File: config.mk
export PLATFORM = sky130hd
export DESIGN_NAME = arm_fetch_flat
export DESIGN_NICKNAME = d
export VERILOG_FILES = /design/src/rtl/arm_fetch_if.sv /design/src/rtl/arm_fetch.sv /design/src/flat_wrapper.sv
export SDC_FILE = /design/constraint.sdc
export NUM_CORES = 1
export LEC_CHECK = 0
export ABC_AREA = 1
export BUFFER_PORTS_ARGS = -buffer_cell sky130_fd_sc_hd__buf_2
export CAP_MARGIN = 15
export CORE_UTILIZATION = 28
export CTS_BUF_LIST = sky130_fd_sc_hd__clkbuf_8
export DETAILED_ROUTE_END_ITERATION = 10
export PLACE_DENSITY_LB_ADDON = 0.2
export SLEW_MARGIN = 25
export SYNTH_ARGS = -nofsm -noshare
export SYNTH_HDL_FRONTEND = slang
export SYNTH_SLANG_ARGS = --single-unit
File: constraint.sdc
create_clock -name clk -period 2.59 [get_ports clk]
set_clock_uncertainty 0.2 [all_clocks]
set_input_delay 0.1295 -clock clk [delete_from_list [all_inputs] [get_ports clk]]
set_output_delay 0.1295 -clock clk [all_outputs]
set_load 0.005 [all_outputs]
File: src/rtl/arm_fetch_if.sv
// rtl/arm_fetch_if.sv - instruction memory read port between arm_fetch and imem
interface arm_fetch_if;
    logic        imem_req;
    logic [31:0] imem_addr;
    logic        imem_ack;
    logic [31:0] imem_rdata;
    logic        imem_err;

    modport master (output imem_req, imem_addr, input imem_ack, imem_rdata, imem_err);
    modport slave  (input imem_req, imem_addr, output imem_ack, imem_rdata, imem_err);
endinterface

File: src/rtl/arm_fetch.sv
// rtl/arm_fetch.sv - fetch stage: single-outstanding imem reads, output reg + 1-entry skid, PC redirect
module arm_fetch #(
    parameter logic [31:0] RESET_PC = 32'h0000_0000
) (
    input  logic        clk,
    input  logic        rst_n,
    arm_fetch_if.master imem,
    input  logic        redirect,
    input  logic [31:0] redirect_pc,
    input  logic        stall,
    output logic        inst_valid,
    output logic [31:0] inst_out,
    output logic [31:0] inst_pc,
    output logic [31:0] inst_pc8,
    output logic        inst_abort
);

    typedef enum logic [1:0] {ST_START, ST_REQ, ST_HOLD, ST_DRAIN} state_t;

    state_t      state, state_nxt;
    logic [31:0] fetch_pc, fetch_pc_nxt;
    logic [31:0] addr_q, addr_nxt;
    logic        out_v, out_v_nxt;
    logic [31:0] out_inst, out_inst_nxt;
    logic [31:0] out_pc, out_pc_nxt;
    logic        out_abort, out_abort_nxt;
    logic        skid_v, skid_v_nxt;
    logic [31:0] skid_inst, skid_inst_nxt;
    logic [31:0] skid_pc, skid_pc_nxt;
    logic        skid_abort, skid_abort_nxt;

    logic        consume;
    logic [31:0] fetch_pc_inc;
    logic [31:0] redirect_aligned;

    assign consume          = out_v & ~stall;
    assign fetch_pc_inc     = fetch_pc + 32'd4;
    assign redirect_aligned = redirect_pc & ~32'h3;

    always_ff @(posedge clk or negedge rst_n) begin
        if (!rst_n) begin
            state      <= ST_START;
            fetch_pc   <= RESET_PC;
            addr_q     <= RESET_PC;
            out_v      <= 1'b0;
            out_inst   <= 32'h0;
            out_pc     <= 32'h0;
            out_abort  <= 1'b0;
            skid_v     <= 1'b0;
            skid_inst  <= 32'h0;
            skid_pc    <= 32'h0;
            skid_abort <= 1'b0;
        end else begin
            state      <= state_nxt;
            fetch_pc   <= fetch_pc_nxt;
            addr_q     <= addr_nxt;
            out_v      <= out_v_nxt;
            out_inst   <= out_inst_nxt;
            out_pc     <= out_pc_nxt;
            out_abort  <= out_abort_nxt;
            skid_v     <= skid_v_nxt;
            skid_inst  <= skid_inst_nxt;
            skid_pc    <= skid_pc_nxt;
            skid_abort <= skid_abort_nxt;
        end
    end

    always_comb begin
        state_nxt      = state;
        fetch_pc_nxt   = fetch_pc;
        addr_nxt       = addr_q;
        out_v_nxt      = out_v;
        out_inst_nxt   = out_inst;
        out_pc_nxt     = out_pc;
        out_abort_nxt  = out_abort;
        skid_v_nxt     = skid_v;
        skid_inst_nxt  = skid_inst;
        skid_pc_nxt    = skid_pc;
        skid_abort_nxt = skid_abort;

        if (consume) begin
            out_v_nxt = 1'b0;
        end

        if (redirect) begin
            // A read already issued for the old stream must still complete before the new one starts
            fetch_pc_nxt = redirect_aligned;
            out_v_nxt    = 1'b0;
            skid_v_nxt   = 1'b0;
            case (state)
                ST_REQ: begin
                    if (imem.imem_ack) begin
                        addr_nxt = redirect_aligned;
                    end else begin
                        state_nxt = ST_DRAIN;
                    end
                end
                ST_DRAIN: state_nxt = ST_DRAIN;
                default: begin
                    state_nxt = ST_REQ;
                    addr_nxt  = redirect_aligned;
                end
            endcase
        end else begin
            case (state)
                ST_START: begin
                    state_nxt = ST_REQ;
                    addr_nxt  = fetch_pc;
                end
                ST_REQ: begin
                    if (imem.imem_ack) begin
                        fetch_pc_nxt = fetch_pc_inc;
                        if (!out_v || consume) begin
                            out_v_nxt     = 1'b1;
                            out_inst_nxt  = imem.imem_rdata;
                            out_pc_nxt    = addr_q;
                            out_abort_nxt = imem.imem_err;
                            addr_nxt      = fetch_pc_inc;
                        end else begin
                            skid_v_nxt     = 1'b1;
                            skid_inst_nxt  = imem.imem_rdata;
                            skid_pc_nxt    = addr_q;
                            skid_abort_nxt = imem.imem_err;
                            state_nxt      = ST_HOLD;
                        end
                    end
                end
                ST_HOLD: begin
                    if (consume) begin
                        out_v_nxt     = 1'b1;
                        out_inst_nxt  = skid_inst;
                        out_pc_nxt    = skid_pc;
                        out_abort_nxt = skid_abort;
                        skid_v_nxt    = 1'b0;
                        state_nxt     = ST_REQ;
                        addr_nxt      = fetch_pc;
                    end
                end
                ST_DRAIN: begin
                    if (imem.imem_ack) begin
                        state_nxt = ST_REQ;
                        addr_nxt  = fetch_pc;
                    end
                end
            endcase
        end
    end

    assign imem.imem_req  = (state == ST_REQ) || (state == ST_DRAIN);
    assign imem.imem_addr = addr_q;
    assign inst_valid     = out_v;
    assign inst_out       = out_inst;
    assign inst_pc        = out_pc;
    assign inst_pc8       = out_pc + 32'd8;
    assign inst_abort     = out_abort;

endmodule

File: src/flat_wrapper.sv
// flat-port wrapper written by rule: the top's interface ports become plain ports
module arm_fetch_flat 
#(
    parameter logic [31:0] RESET_PC = 32'h0000_0000
)
  (clk, rst_n, redirect, redirect_pc, stall, inst_valid, inst_out, inst_pc, inst_pc8, inst_abort, imem_imem_req, imem_imem_addr, imem_imem_ack, imem_imem_rdata, imem_imem_err);
  arm_fetch_if imem_i ();
  input  logic clk;
  input  logic rst_n;
  input  logic redirect;
  input  logic [31:0] redirect_pc;
  input  logic stall;
  output logic inst_valid;
  output logic [31:0] inst_out;
  output logic [31:0] inst_pc;
  output logic [31:0] inst_pc8;
  output logic inst_abort;
  output wire logic [$bits(imem_i.imem_req)-1:0] imem_imem_req;
  output wire logic [$bits(imem_i.imem_addr)-1:0] imem_imem_addr;
  input wire logic [$bits(imem_i.imem_ack)-1:0] imem_imem_ack;
  input wire logic [$bits(imem_i.imem_rdata)-1:0] imem_imem_rdata;
  input wire logic [$bits(imem_i.imem_err)-1:0] imem_imem_err;
  assign imem_imem_req = imem_i.imem_req;
  assign imem_imem_addr = imem_i.imem_addr;
  assign imem_i.imem_ack = imem_imem_ack;
  assign imem_i.imem_rdata = imem_imem_rdata;
  assign imem_i.imem_err = imem_imem_err;
  arm_fetch #(.RESET_PC(RESET_PC)) u_core (.clk(clk), .rst_n(rst_n), .imem(imem_i), .redirect(redirect), .redirect_pc(redirect_pc), .stall(stall), .inst_valid(inst_valid), .inst_out(inst_out), .inst_pc(inst_pc), .inst_pc8(inst_pc8), .inst_abort(inst_abort));
endmodule
==> metrics.txt <==
status=complete, no violations; input/output buffers=198; critical path cell sequence=inv_1 -> ha_1 -> nand2_1 -> inv_2 -> nor2_2 -> inv_4 -> o221ai_1 -> dlygate4sd3_1; final period utilization=91.5%; area leader, netlist=dfrtp_1; Synth Net Count=1312; initial antenna violation count=1; Slowest cell on crit path=dlygate4sd3_1; DRT iter0 DRCs=617; Antenna Nets Post-Route=0; initial core utilization=28.7%; post-CTS setup buffer count=0; Final Hold Fails=0; area of the multi-input gates=4460 sq um; crit path kind=flop to flop; Detail Placement HPWL=22300 microns; Worst-Margin Slew=0.536 ns; fin. max-slew vios=0; met2 Usage GRT=25.8%; Synth-to-Final Area Change=26.1%; Yosys top cell area share=48.2%; # setup viols final=0; GRT met1 Usage=24.6%; Synth warnings=0; Pleak=6.01 nW; worst-path fanout max=25; max cap viols=0; Die X-Extent=191 microns; first-pass GRT wire length=47400 microns; design area=12600 sq um; sequential area share after synthesis=48.2%; top-count cell post-synth=nand2_1; setup TNS=0 ns; vias post-DR=8983; Max-slew headroom=64.3%; cell count after synthesis=1237; TritonCTS clock tree=built; Top-Level Pins=201; clock sink total=192; clk slew on worst S/H paths=0.10 ns; largest net degree at the start of global routing=69; nets=1561; Hold Crit Class=input pin to flop; GRT Util Overall=17.1%; clk buf depth=2; Power Total=12.6 mW; Post-synth ARST share=100%; fmax=0.422 GHz; WP data arrival=2.52 ns; EDFF count, synth=0; crit-path max cell delay=0.57 ns; Power Density=999 nW/um^2; vias per std cell=4.60; TritonCTS Buffers=17; Die Ht=191 microns; Pre-Repair DR Iteration Count=5; drt drc=0; Wirelength per Cell=15.9 microns; Synth Flop Type=dfrtp_1; # rows=68; final global-route overflow total=0; worst skew pair latency=0.47 ns; final core utilization=36.1%; Total Wirelength=31000 microns; number of synthesized register bits=192; clock tree root driver cell=clkbuf_8; RSZ-0062 raised after global routing=no; placed cell area=11500 sq um; top post-synthesis cells by count=341 x nand2_1, 192 x dfrtp_1, 152 x nor2_1, 107 x inv_1, 87 x o21ai_0; CTS H-tree depth=4; final critical-path required period=2.37 ns; Synth Area per Inst=8.06 sq um; placer congestion estimate=0.875; Setup crit end kind=flop; largest cells by area after synthesis=dfrtp_1 48%, nand2_1 13%, nor2_1 5.7%, o21ai_0 4.4%, inv_1 4.0%; die area=36400 sq um; synthesized area=9980 sq um; Distinct cells, synth=37; met3 Track Usage GR=2.85%; Worst Setup Start Kind=flop; fillers=3641; Crit path required time=2.75 ns; Reg area=4810 sq um; Core Box Area=34800 sq um; Top Usage Layer GRT=met2; via count of the first global-routing pass=8260; fraction of layout cells with a size suffix above 1=20.9%; Max VDD drop=325 uV
==> cell families after synthesis <==
family          Yosys count  share of synthesized area, %
fa+ha+maj                 5                         0.627
compound gates          223                          13.2
mux                      36                          4.06
flops                   192                          48.2
buf+inv                 174                          7.63
xor+xnor                 40                          3.51
simple gates            567                          22.8
==> layout by cell type (no fill, tap or decap), types with 7 or more instances in the layout <==
cell	n
nand2_1	340
nor3_1	8
mux2_2	33
o211ai_1	39
nor2_2	8
o22ai_1	7
xor2_1	38
nand3_1	39
o21ai_1	7
buf_4	20
o21ai_0	87
clkbuf_8	19
a31oi_1	41
nor2_1	149
inv_1	109
a21oi_1	29
dfrtp_1	191
dlygate4sd3_1	70
buf_2	197
==> where the power goes <==
part / total [mW] / leakage [nW] / switching, mW / internal, mW
registers: 5.35 / 2.37 / 1.08 / 4.27
clock network: 1.96 / 0.181 / 1.09 / 0.864
logic: 5.25 / 3.45 / 3.09 / 2.16
==> worst paths after layout <==
path	depth (start not counted)	startpoint	slack, ns	to
max	8	u_core.state[1]	0.22	u_core.fetch_pc[5]
min in group asynchronous	3	rst_n	0.55	u_core.fetch_pc[9]
min	3	imem_imem_rdata[29]	0.23	u_core.skid_inst[29]
min reg2reg	2	u_core.skid_pc[29]	0.29	u_core.skid_pc[29]
max in group asynchronous	4	rst_n	0.70	u_core.fetch_pc[23]
max reg2reg	8	u_core.state[1]	0.22	u_core.fetch_pc[5]
==> layer usage <==
layer / routed length (microns) / vias up / share of wire, %
li1: - / 4511 / -
met1: 15200 / 4204 / 49
met2: 13800 / 235 / 44
met3: 1260 / 33 / 4.1
met4: 723 / 0 / 2.3
met5: 0 / - / 0
==> cell type report <==
cell class	count	area share (%)
inverters	111	3.33
repair buffers	293	15.5
clock buffers	18	1.97
flip-flops and latches	192	38.2
multi-input cells	871	35.5
clock inverters	11	0.955
well taps	455	4.53
diodes	1	0.0199
==> through the flow <==
step	setup WS (ns)	instances	hold WS (ns)
global route	0.00646	1952	0.205
detailed placement	0.272	1852	-0.0342
floorplan	0.755	1237	-0.366
CTS	0.0213	1951	0.203
finish	0.221	1952	0.234
global placement	0.361	1852	-0.0325
==> state kept, by name, indices dropped and copies added (netlist names) <==
signal and flops:
u_core.skid_pc 31, u_core.inst_abort 1, u_core.inst_valid 1, u_core.imem.imem_addr 31, u_core.fetch_pc 30, u_core.skid_inst 32, u_core.inst_pc 31, u_core.state 2
u_core.inst_out 32, u_core.skid_abort 1
==> timing repair <==
item	CTS	global route
endpoints found under the hold margin	318	0
endpoints found under the setup margin	0	8
hold buffers	70	0
gates resized for setup	0	10
==> worst max-delay path, delay by kind of cell (launching register included) <==
kind / cells / cell delay (ns)
and+or+nand+nor: 2 / 0.19
DFF: 1 / 0.41
adders and majority gates: 1 / 0.30
buffers and inverters: 4 / 1.02
AOI/OAI and AO/OA: 1 / 0.14
Power figures use the tool's default switching activity.
